$ cat src/rtl/alu_load_ctrl.sv
// rtl/alu_load_ctrl.sv - debounced operand/opcode loader with registered ALU
//
// Purpose: synchronises and debounces three load buttons, latches operand A,
// operand B and the opcode from the switch bus on clean press edges, and
// presents a registered ALU result with status flags.
//
// Ports:
//   clk            single clock
//   btn_Reset      synchronous active-high reset
//   pulsador[2:0]  asynchronous load buttons: [0] A, [1] B, [2] opcode
//   entrada        switch bus (operand, or opcode in entrada[COD_OP-1:0])
//   ALU_Out        registered result
//   flag_zero      result is zero (valid opcodes only)
//   flag_carry     ADD carry-out / SUB borrow
//   flag_overflow  signed overflow for ADD/SUB
//   op_error       latched opcode is unsupported
//   loaded[2:0]    register loaded since reset, same order as pulsador
//   result_valid   ALU_Out reflects a computation with all registers loaded
module alu_load_ctrl #(
  parameter int NBITS    = 8,
  parameter int COD_OP   = 6,
  parameter int DEBOUNCE = 16
) (
  input  logic              clk,
  input  logic              btn_Reset,
  input  logic [2:0]        pulsador,
  input  logic [NBITS-1:0]  entrada,
  output logic [NBITS-1:0]  ALU_Out,
  output logic              flag_zero,
  output logic              flag_carry,
  output logic              flag_overflow,
  output logic              op_error,
  output logic [2:0]        loaded,
  output logic              result_valid
);

  localparam int CW = $clog2(DEBOUNCE);
  localparam logic [CW-1:0]     CNT_LAST    = CW'(DEBOUNCE - 1);
  localparam logic [CW-1:0]     CNT_ONE     = CW'(1);
  localparam logic [NBITS-1:0]  SHIFT_LIMIT = NBITS'(NBITS);

  localparam logic [COD_OP-1:0] OP_ADD = COD_OP'(6'b100000);
  localparam logic [COD_OP-1:0] OP_SUB = COD_OP'(6'b100010);
  localparam logic [COD_OP-1:0] OP_AND = COD_OP'(6'b100100);
  localparam logic [COD_OP-1:0] OP_OR  = COD_OP'(6'b100101);
  localparam logic [COD_OP-1:0] OP_XOR = COD_OP'(6'b100110);
  localparam logic [COD_OP-1:0] OP_NOR = COD_OP'(6'b100111);
  localparam logic [COD_OP-1:0] OP_SRL = COD_OP'(6'b000010);
  localparam logic [COD_OP-1:0] OP_SRA = COD_OP'(6'b000011);

  logic [2:0]        sync_a;
  logic [2:0]        sync_b;
  logic [2:0]        level;
  logic [2:0]        level_d;
  logic [CW-1:0]     cnt [3];
  logic [2:0]        strobe;
  logic [NBITS-1:0]  reg_a;
  logic [NBITS-1:0]  reg_b;
  logic [COD_OP-1:0] reg_op;
  logic              compute;

  logic [NBITS:0]    sum;
  logic [NBITS:0]    diff;
  logic [NBITS-1:0]  alu_res;
  logic              alu_c;
  logic              alu_v;
  logic              alu_err;

  // Press edge of the debounced level; releases are ignored.
  assign strobe = level & ~level_d;

  // Button path: two-flop synchroniser, then a counter that must see
  // DEBOUNCE consecutive disagreeing samples before the level flips.
  always_ff @(posedge clk) begin
    if (btn_Reset) begin
      sync_a  <= '0;
      sync_b  <= '0;
      level   <= '0;
      level_d <= '0;
      for (int i = 0; i < 3; i++) cnt[i] <= '0;
    end else begin
      sync_a  <= pulsador;
      sync_b  <= sync_a;
      level_d <= level;
      for (int i = 0; i < 3; i++) begin
        if (sync_b[i] == level[i]) begin
          cnt[i] <= '0;
        end else if (cnt[i] == CNT_LAST) begin
          cnt[i]   <= '0;
          level[i] <= ~level[i];
        end else begin
          cnt[i] <= cnt[i] + CNT_ONE;
        end
      end
    end
  end

  always_comb begin
    alu_res = '0;
    alu_c   = 1'b0;
    alu_v   = 1'b0;
    alu_err = 1'b0;
    sum     = {1'b0, reg_a} + {1'b0, reg_b};
    diff    = {1'b0, reg_a} - {1'b0, reg_b};
    case (reg_op)
      OP_ADD: begin
        alu_res = sum[NBITS-1:0];
        alu_c   = sum[NBITS];
        alu_v   = (reg_a[NBITS-1] == reg_b[NBITS-1]) &&
                  (sum[NBITS-1] != reg_a[NBITS-1]);
      end
      OP_SUB: begin
        // The extra top bit of the zero-extended difference is the borrow.
        alu_res = diff[NBITS-1:0];
        alu_c   = diff[NBITS];
        alu_v   = (reg_a[NBITS-1] != reg_b[NBITS-1]) &&
                  (diff[NBITS-1] != reg_a[NBITS-1]);
      end
      OP_AND: alu_res = reg_a & reg_b;
      OP_OR:  alu_res = reg_a | reg_b;
      OP_XOR: alu_res = reg_a ^ reg_b;
      OP_NOR: alu_res = ~(reg_a | reg_b);
      OP_SRL: alu_res = (reg_b >= SHIFT_LIMIT) ? '0 : (reg_a >> reg_b);
      OP_SRA: alu_res = (reg_b >= SHIFT_LIMIT) ? {NBITS{reg_a[NBITS-1]}}
                                               : ($signed(reg_a) >>> reg_b);
      default: alu_err = 1'b1;
    endcase
  end

  // Load registers on strobes; a strobe that leaves all three loaded arms a
  // recompute on the following edge from the freshly loaded values.
  always_ff @(posedge clk) begin
    if (btn_Reset) begin
      reg_a         <= '0;
      reg_b         <= '0;
      reg_op        <= '0;
      loaded        <= '0;
      compute       <= 1'b0;
      ALU_Out       <= '0;
      flag_zero     <= 1'b0;
      flag_carry    <= 1'b0;
      flag_overflow <= 1'b0;
      op_error      <= 1'b0;
      result_valid  <= 1'b0;
    end else begin
      if (strobe[0]) reg_a  <= entrada;
      if (strobe[1]) reg_b  <= entrada;
      if (strobe[2]) reg_op <= entrada[COD_OP-1:0];
      loaded  <= loaded | strobe;
      compute <= (strobe != 3'b000) && ((loaded | strobe) == 3'b111);
      if (compute) begin
        ALU_Out       <= alu_res;
        flag_zero     <= !alu_err && (alu_res == '0);
        flag_carry    <= alu_c;
        flag_overflow <= alu_v;
        op_error      <= alu_err;
        result_valid  <= 1'b1;
      end
    end
  end

endmodule
$ cat config.mk
export PLATFORM = sky130hd
export DESIGN_NAME = alu_load_ctrl
export DESIGN_NICKNAME = d
export VERILOG_FILES = /design/src/rtl/alu_load_ctrl.sv
export SDC_FILE = /design/constraint.sdc
export NUM_CORES = 1
export LEC_CHECK = 0
export CAP_MARGIN = 5
export CORE_UTILIZATION = 26
export CTS_CLUSTER_SIZE = 25
export DETAILED_ROUTE_END_ITERATION = 8
export GPL_TIMING_DRIVEN = 1
export PLACE_DENSITY = 0.47
export SETUP_SLACK_MARGIN = 0.3
export SLEW_MARGIN = 10
export SYNTH_ARGS = -nofsm -noshare
export SYNTH_HDL_FRONTEND = slang
export SYNTH_SLANG_ARGS = --single-unit
$ cat constraint.sdc
create_clock -name clk -period 4.4 [get_ports clk]
set_input_delay 0.44 -clock clk [delete_from_list [all_inputs] [get_ports clk]]
set_output_delay 0.44 -clock clk [all_outputs]
set_load 0.01 [all_outputs]
### Word-level counts from Yosys, hierarchy flattened

Memory sizes are Yosys's and may differ from the RTL's.
Cells that the tools add are included.

* register bits: 51
* memory bits (writable): 12
* output and inout bits: 16
* logic and storage cells: 127
* memories kept: 1

Memories
* cnt: depth 3, bits a word 4, rd ports 3, clocked after Yosys merged registers in 0, write ports 3, line 55 `logic [CW-1:0] cnt [3];`

* add/subtract/negate cells: 5
* magnitude comparators: 1
* eq/ne operators: 19
* shift operators: 2
* multiplexer cells: 50
* bitwise gates (word level): 22
* reduce and logical (&&, ||, !) cells: 10

Operator list (number)
* 8-bit one-hot mux with 8 select lines: 1
* 6-bit == test, second input constant: 6
* 1-bit 2-to-1 mux: 36
* 4-bit 2-to-1 mux: 9
* 8-bit 2-to-1 mux: 2
* 4-bit by 1-bit adder with 4-bit output, second input constant: 3
* 4-bit == test, second input constant: 3
* 6-bit by 2-bit == test with 1-bit output, second input constant: 2
* 8-bit by 8-bit adder with 9-bit output: 1
* 1-bit bitwise OR: 9
* 8-bit by 8-bit subtractor with 9-bit output: 1
* 8-bit bitwise AND: 1
* 8-bit by 4-bit greater-or-equal comparator with 1-bit output, second input constant: 1
* 8-bit logical NOT: 1
* 8-bit inverter: 1
* 8-bit bitwise OR: 1
* 8-bit OR reduction: 1
* 8-bit by 8-bit >> shifter with 8-bit output: 1
* 8-bit by 8-bit >>> shifter with 8-bit output: 1
* 8-bit bitwise XOR: 1
* 1-bit inverter: 6
* 2-bit AND reduction: 3
* 1-bit == test: 4
* 1-bit logical AND: 4
* 7 further kinds: 10

### Logic depth before layout (Yosys ltp)

Gate-level depths: netlist of the first run.

* word-level depth: 7
* depth in mapped cells: 11
* mapped depth without buffers: 11

### Least setup slack after synthesis of the first run

No wires, ideal clock.

* path kind: flip-flop to flip-flop
* from: reg reg_b[2]
* to: reg flag_zero
* library setup time: 0.084 ns
* arrival time: 2.280 ns
* data required time: 4.316 ns
* setup slack: 2.035 ns
* cell stages (with the launch flop): 12
* buffers on the path: 2
* clock period less this slack: 2.365 ns
* cell sequence: dfxtp_1 -> buf_6 -> inv_1 -> ha_1 -> buf_6 -> or3b_1 -> nand3_1 -> a21oi_1 -> xnor2_1 -> a221oi_1 -> nand4_1 -> o31ai_2

* cells in the longest elaborated chain, start to end: 5
* elaborated cells on any way between the ends: 14
* those cells by class: add/sub (2); order compare (1); shift (2); mux (3); bitwise (4); reduce/logical (2)

RTL lines
* start, declared: line 58 `logic [NBITS-1:0] reg_b;`
* start signal, assigned: line 147 `if (strobe[1]) reg_b <= entrada;`
* 8-bit by 4-bit greater-or-equal comparator with 1-bit output (tied with other cells): line 123, 124
* 8-bit 2-to-1 mux (tied with other cells): line 124 `OP_SRA: alu_res = (reg_b >= SHIFT_LIMIT) ? {NBITS{reg_a[NBITS-1]}}`
* 8-bit one-hot mux with 8 select lines *: line 105 `case (reg_op)`
* 8-bit logical NOT *: line 153 `flag_zero <= !alu_err && (alu_res == '0);`
* 1-bit logical AND *: line 153
* end signal, assigned: line 153
* end, declared: line 29 `output logic flag_zero,`

Mark *: on every way between the ends. The rest lies on a longest branch, timed or not.
A chain may end at the register's enable or synchronous reset.

### Worst setup path in the final report of the first run

Same ends and word-level chain as after synthesis.

==> impl_results.md, run 1 <==
- Status: finished, violations left
- Failing checks: DRC
- Area Overhead vs Synth: 18.8%
- Crit. Startpoint: reg_b[2]
- Drt first pass iters: 6
- EDFF count, synth: 12
- Register area share after synthesis: 34.8%
- FFs w/ async S/R, synth: 0%
- Finished Cell Area: 4710 um^2
- Pleak: 1.74 nW
- First-pass GRT wire length: 16700 um
- Pwr/cell area: 313 nW/um^2
- CP endpoint kind: flip-flop
- DP Area: 4350 um^2
- R2R depth: 9
- Ant diodes: 0
- Die H: 125 um
- Total Nets Final: 531
- Unrepaired setup endpoints after global routing: false
- Routed WL: 10000 um
- Pin count of the biggest net entering global routing: 54
- Worst min-delay path startpoint: sync_a[2]
- Htree depth: 3
- Yosys top cell area share: 25.8%
- Mapped cell area: 3960 um^2
- Final Hold Viols: 0
- Top_reg_cell synth: dfxtp_1
- TritonCTS clock tree: built
- CTS Buf Count: 9
- Worst hold path type: flip-flop to flip-flop
- Max-slew violations: 0
- Hold-critical path depth: 1
- Total number of yosys warnings: 0
- Setup violators final: 0
- Die area: 15700 um^2
- Antenna-violating nets left: 0
- Post-cts sizing count: 0
- Yosys reg bits: 63
- Synth area leader: dfxtp_1
- Sink Count: 63
- CP Max Fanout: 11
- Clock Tree Buf Depth: 2
- Hold buffers post-CTS: 0
- Io pins: 29
- Initial Util: 27.0%
- Layout Utilization: 32.0%
- Total gr overflow: 0
- Die width: 125 um
- Count leader, synth: nand2_1
- Rel. slew slack: 35.5%
- Max frequency: 362 MHz
- # DRC: 2
- GRT Resource Usage Total: 13.7%
- Setup TNS: 0 ps
- Commonest cells in the netlist: 53 x nand2_1, 52 x nor2_1, 51 x dfxtp_1
- Slew @ Worst Pin: 968 ps
- Core Region: 14700 um^2
- CTS root buf: clkbuf_16
- Tmin final: 2770 ps
- Worst skew pair latency: 340 ps
- DR iter-0 viols: 195
- Critical path type: flip-flop to flip-flop
- WP data required: 4650 ps
- Layout cells sized above 1: 7.10%
- Worst slack, placed: 1660 ps
- Avg Synthesized Cell Area: 8.54 um^2
- Final period util: 62.8%
- Port Buffers: 28
- Fillers: 1523
- Initial antenna violation count: 0
- Max_cap viols: 0
- Gp weighted congestion: 0.866
- Mapped Cells: 464
- Vias: 3225
- HPWL after DPL: 7530 um
- Setup WS post-layout: 1630 ps
- CP arrival: 3020 ps
- Dominant cells by area after synthesis: dfxtp_1 26%, edfxtp_1 9.1%, ha_1 8.8%
- Via density: 4.76
- Row cnt: 44
- Reg2Reg Launch Point: reg_b[2]
- Clock transition at path regs: 60 ps
- Post CTS Setup Buffer Count: 0
- Peak supply drop: 0.259 mV
- Post-Route Skew: 8.38 ps
- Post-synth cell types: 63
- Vias in the first global route: 3197
- CP startpoint kind: flip-flop
- DR WL/cell: 14.8 um
[cell families after synthesis]
logic type	synth area share, %
adder cells (fa/ha/maj)	9.85
flip-flops	34.8
buffers and inverters	7.17
AND/OR/NAND/NOR	21.6
other	0.0946
XOR/XNOR	5.08
multiplexers	6.75
AO/OA/AOI/OAI	14.6
[power by group]
| part | internal [W] | leakage [nW] | total, W | switching, W |
|---|---|---|---|---|
| clock | 0.000571 | 0.169 | 0.000836 | 0.000265 |
| sequential | 0.000596 | 0.536 | 0.000601 | 0.00000499 |
| combinational | 0.0000171 | 1.04 | 0.0000376 | 0.0000205 |
[metal layers]
metal / global-route usage [%] / wire [um]
met5: 0 / 0
met4: 6.17 / 193
met3: 2.87 / 394
met2: 21.4 / 4630
met1: 18.0 / 4820
[through the flow]
step | power, W | hold WS, ps | instances
CTS | 0.00150 | 443 | 677
global placement | 0.000651 | 422 | 661
finish | 0.00147 | 440 | 677
floorplan | 0.000634 | 414 | 475
global route | 0.00152 | 465 | 677
detailed placement | 0.000652 | 426 | 661
[final timing paths]
| check | endpoint | slack (ps) |
|---|---|---|
| max | flag_zero | 1630 |
| min | sync_b[2] | 440 |
| max reg2reg | flag_zero | 1630 |
| min reg2reg | sync_b[2] | 440 |
[area by class of cell]
type	instances	area (um^2)	area share [%]
multi-input combinational	354	2340	49.7
sequential	63	1380	29.3
timing repair buffer	29	283	6.01
clock buffer	10	239	5.08
tap	184	230	4.89
inverter	31	120	2.55
clock inverter	6	115	2.44
[worst max-delay path, cell delays in order, from the launching register on]
cell and delay [ps]:
dfxtp_1 540, inv_1 240, ha_1 440, or3b_1 430, nand3_1 120, a21oi_1 80, xnor2_1 150, a221oi_1 340
nand4_1 160, o31ai_2 180
[sequential cells by signal, indices dropped and copies added (netlist names), 3 cells and up]
| signal | count |
|---|---|
| reg_a | 8 |
| sync_a | 3 |
| reg_op | 6 |
| loaded | 3 |
| sync_b | 3 |
| reg_b | 8 |
| ALU_Out | 8 |
| level | 3 |
| level_d | 3 |
| cnt | 12 |
[cell usage in the layout (no fill, tap or decap), types with 5 or more instances in the layout]
master	n
nor2_1	52
nor3_1	7
mux2i_1	20
o21ai_0	9
o211ai_1	9
nor2b_1	14
xor2_1	11
a31oi_1	5
inv_1	27
edfxtp_1	12
clkdlybuf4s50_1	27
xnor2_1	12
conb_1	12
or3_1	5
dfxtp_1	51
and3_1	6
a211oi_1	7
clkbuf_16	9
a21oi_1	30
ha_1	28
nand2_1	53
nand3_1	13
(Power assumes the default switching activity.)
==> run 2: changes to the inputs <==
==> constraint.sdc (replaced) <==
create_clock -name clk -period 2.8 [get_ports clk]
set_input_delay 0.28 -clock clk [delete_from_list [all_inputs] [get_ports clk]]
set_output_delay 0.28 -clock clk [all_outputs]
set_load 0.01 [all_outputs]
==> impl_results.md, run 2 (same netlist as run 1, synthesis figures left out) <==
- Status: finished, violations left (unchanged)
- Unrepaired setup endpoints after global routing: false (unchanged)
- Post-Route Skew: 8.78 ps (was 8.38 ps)
- Switch Pwr: 0.000477 W (was 0.000291 W)
- WP data required: 3070 ps (was 4650 ps)
- Worst path cell trace: ha_1, fa_1, a21o_1, a211oi_2, a21oi_2, xnor2_1, a221oi_2, nand4_1, o31ai_2 (was inv_1, ha_1, or3b_1, nand3_1, a21oi_1, xnor2_1, a221oi_1, nand4_1, o31ai_2)
- Biggest register: cnt (unchanged)
- Core Region: 14700 um^2 (unchanged)
- Rel. slew slack: 41.3% (was 35.5%)
- Row cnt: 44 (unchanged)
- Max_cap viols: 0 (unchanged)
- Highest-delay cell along the critical path: fa_1 (was dfxtp_1)
- # DRC: 2 (unchanged)
- Clk pwr share: 50.7% (was 56.7%)
- Ant diodes: 0 (unchanged)
- PnR Total Power: 0.00204 W (was 0.00147 W)
- CTS root buf: clkbuf_16 (unchanged)
- CP endpoint kind: flip-flop (unchanged)
- Drt first pass iters: 6 (unchanged)
- Htree depth: 3 (unchanged)
- First-pass GRT wire length: 17200 um (was 16700 um)
- Die H: 125 um (unchanged)
- Final Hold Viols: 0 (unchanged)
- Most common cell after layout, fill and taps aside: nand2_1 (unchanged)
- Initial antenna violation count: 0 (unchanged)
- GRT Resource Usage Total: 14.4% (was 13.7%)
- Int Pwr: 0.00156 W (was 0.00118 W)
- Layout cells sized above 1: 12.0% (was 7.10%)
- Pin count of the biggest net entering global routing: 33 (was 54)
- HPWL after DPL: 8080 um (was 7530 um)
- Total gr overflow: 0 (unchanged)
- Failing checks: DRC (unchanged)
- Pleak: 1.80 nW (was 1.74 nW)
- Setup violators final: 0 (unchanged)
- Die width: 125 um (unchanged)
- Reg2Reg Setup Slack: 470 ps (was 1630 ps)
- R2R depth: 9 (unchanged)
- Worst hold path type: input port to flip-flop (was flip-flop to flip-flop)
- CP arrival: 2600 ps (was 3020 ps)
- Io pins: 29 (unchanged)
- DR iter-0 viols: 234 (was 195)
- Peak supply drop: 0.332 mV (was 0.259 mV)
- Antenna-violating nets left: 0 (unchanged)
- Setup crit end: flag_zero (unchanged)
- Terminus of the critical flop-to-flop path: flag_zero (unchanged)
- Crit. Startpoint: reg_b[0] (was reg_b[2])
- Final period util: 83.3% (was 62.8%)
- Slew @ Worst Pin: 879 ps (was 968 ps)
- CP startpoint kind: flip-flop (unchanged)
- CP peak stage delay: 420 ps (was 540 ps)
- Sw Ratio: 23.4% (was 19.7%)
- Total Nets Final: 546 (was 531)
- Worst skew pair latency: 350 ps (was 340 ps)
- TritonCTS clock tree: built (unchanged)
- DR WL/cell: 15.4 um (was 14.8 um)
- Logic pwr share: 3.0% (was 2.5%)
- Vias in the first global route: 3202 (was 3197)
- Critical path type: flip-flop to flip-flop (unchanged)
- Initial Util: 27.0% (unchanged)
- Tmin final: 2330 ps (was 2770 ps)
- Vias: 3337 (was 3225)
- CTS Buf Count: 9 (unchanged)
- Setup TNS: 0 ps (unchanged)
- Routed WL: 10700 um (was 10000 um)
- Max-slew violations: 0 (unchanged)
- Die area: 15700 um^2 (unchanged)
- CP Max Fanout: 4 (was 11)
- Most used cells in the layout excluding fill and tap cells: 53 x nand2_1, 52 x nor2_1, 47 x dfxtp_1, 29 x a21oi_1 (was 53 x nand2_1, 52 x nor2_1, 51 x dfxtp_1, 30 x a21oi_1, 28 x ha_1)
- Via density: 4.82 (was 4.76)
- Reg power frac: 46.3% (was 40.7%)
- Dpl cells: 675 (was 661)
- Clock Tree Buf Depth: 2 (unchanged)
- Reg2Reg Launch Point: reg_b[0] (was reg_b[2])
- Fin Hold WS: 432 ps (was 440 ps)
- Max frequency: 429 MHz (was 362 MHz)
- Clock transition at path regs: 60 ps (about the same)
- Max FFs per register: 12 (unchanged)
- Area Overhead vs Synth: 21.1% (was 18.8%)
- Sink Count: 63 (unchanged)
- Pwr/cell area: 425 nW/um^2 (was 313 nW/um^2)
- Gp weighted congestion: 0.851 (was 0.866)
- Non-filler cells, final: 692 (was 677)
- Port Buffers: 28 (unchanged)
==> run 2: cell count changes in the layout (fill, tap and decap cells not counted), moves of 2 or more <==
| cell | previous run | this run |
|---|---|---|
| a211oi_2 | 0 | 2 |
| a211oi_1 | 7 | 5 |
| a221oi_2 | 0 | 2 |
| bufinv_16 | 3 | 0 |
| buf_4 | 1 | 14 |
| dfxtp_1 | 51 | 47 |
| clkinv_2 | 1 | 3 |
| a221oi_1 | 3 | 1 |
| dfxtp_2 | 0 | 4 |
==> run 2: critical path, delay by kind of cell (launching register included) <==
kind,cells,cell delay (ps)
adder cells (fa/ha/maj),2,660
flip-flops,1,330
XOR/XNOR,1,140
AND/OR/NAND/NOR,1,140
AO/OA/AOI/OAI,5,990
==> run 2: how the worst min path moves through the flow <==
stage,end,cells past startpoint,slack (ps),start
after detailed placement,sync_b[0],1,430,sync_a[0]
after CTS,flag_carry,2,430,btn_Reset
after global routing,sync_b[1],1,460,sync_a[1]
final,level[2],2,430,btn_Reset
after floorplan,sync_a[0],1,410,pulsador[0]
after global placement,sync_b[0],1,420,sync_a[0]
==> run 2: power groups by stage <==
| stage | Sequential (W) | Clock, W | Combinational, W |
|---|---|---|---|
| floorplan | 0.000962 | 0 | 0.0000352 |
| global placement | 0.000963 | 0 | 0.0000607 |
| detailed placement | 0.000964 | 0 | 0.0000616 |
| CTS | 0.000944 | 0.00107 | 0.0000619 |
| global route | 0.000946 | 0.00112 | 0.0000693 |
| finish | 0.000944 | 0.00103 | 0.0000613 |
==> run 2: per-layer routing <==
metal	vias to the layer above	global-route usage, %	routed length, um
met1	1580	18.9	5230
met5	-	0	0
li1	1669	-	-
met2	75	22.1	4770
met4	0	6.24	197
met3	13	3.81	455
==> run 2: stage by stage <==
| step | utilization [%] | setup WS (ps) | area [um^2] |
|---|---|---|---|
| after floorplan | - | 435 | 4010 |
| final | 32.7 | 467 | 4800 |
| after global routing | 32.7 | 303 | 4800 |
| after detailed placement | 30.4 | 307 | 4470 |
| after CTS | 32.3 | 300 | 4750 |
| after global placement | 30.4 | 335 | 4470 |
==> run 2: timing repair <==
item / in CTS / in global routing
gates resized for setup: 1 / 12
buffers inserted: 0 / 1
hold buffers: 0 / 0
setup endpoints to repair: 1 / 4
pin swaps: 0 / 3
==> run 2: cell type report <==
type / instances / area [um^2]
timing repair buffer: 44 / 412
tap: 184 / 230
sequential: 63 / 1390
multi-input combinational: 354 / 2380
clock buffer: 9 / 225
clock inverter: 7 / 47.5
fill: 1518 / 9900
inverter: 31 / 120
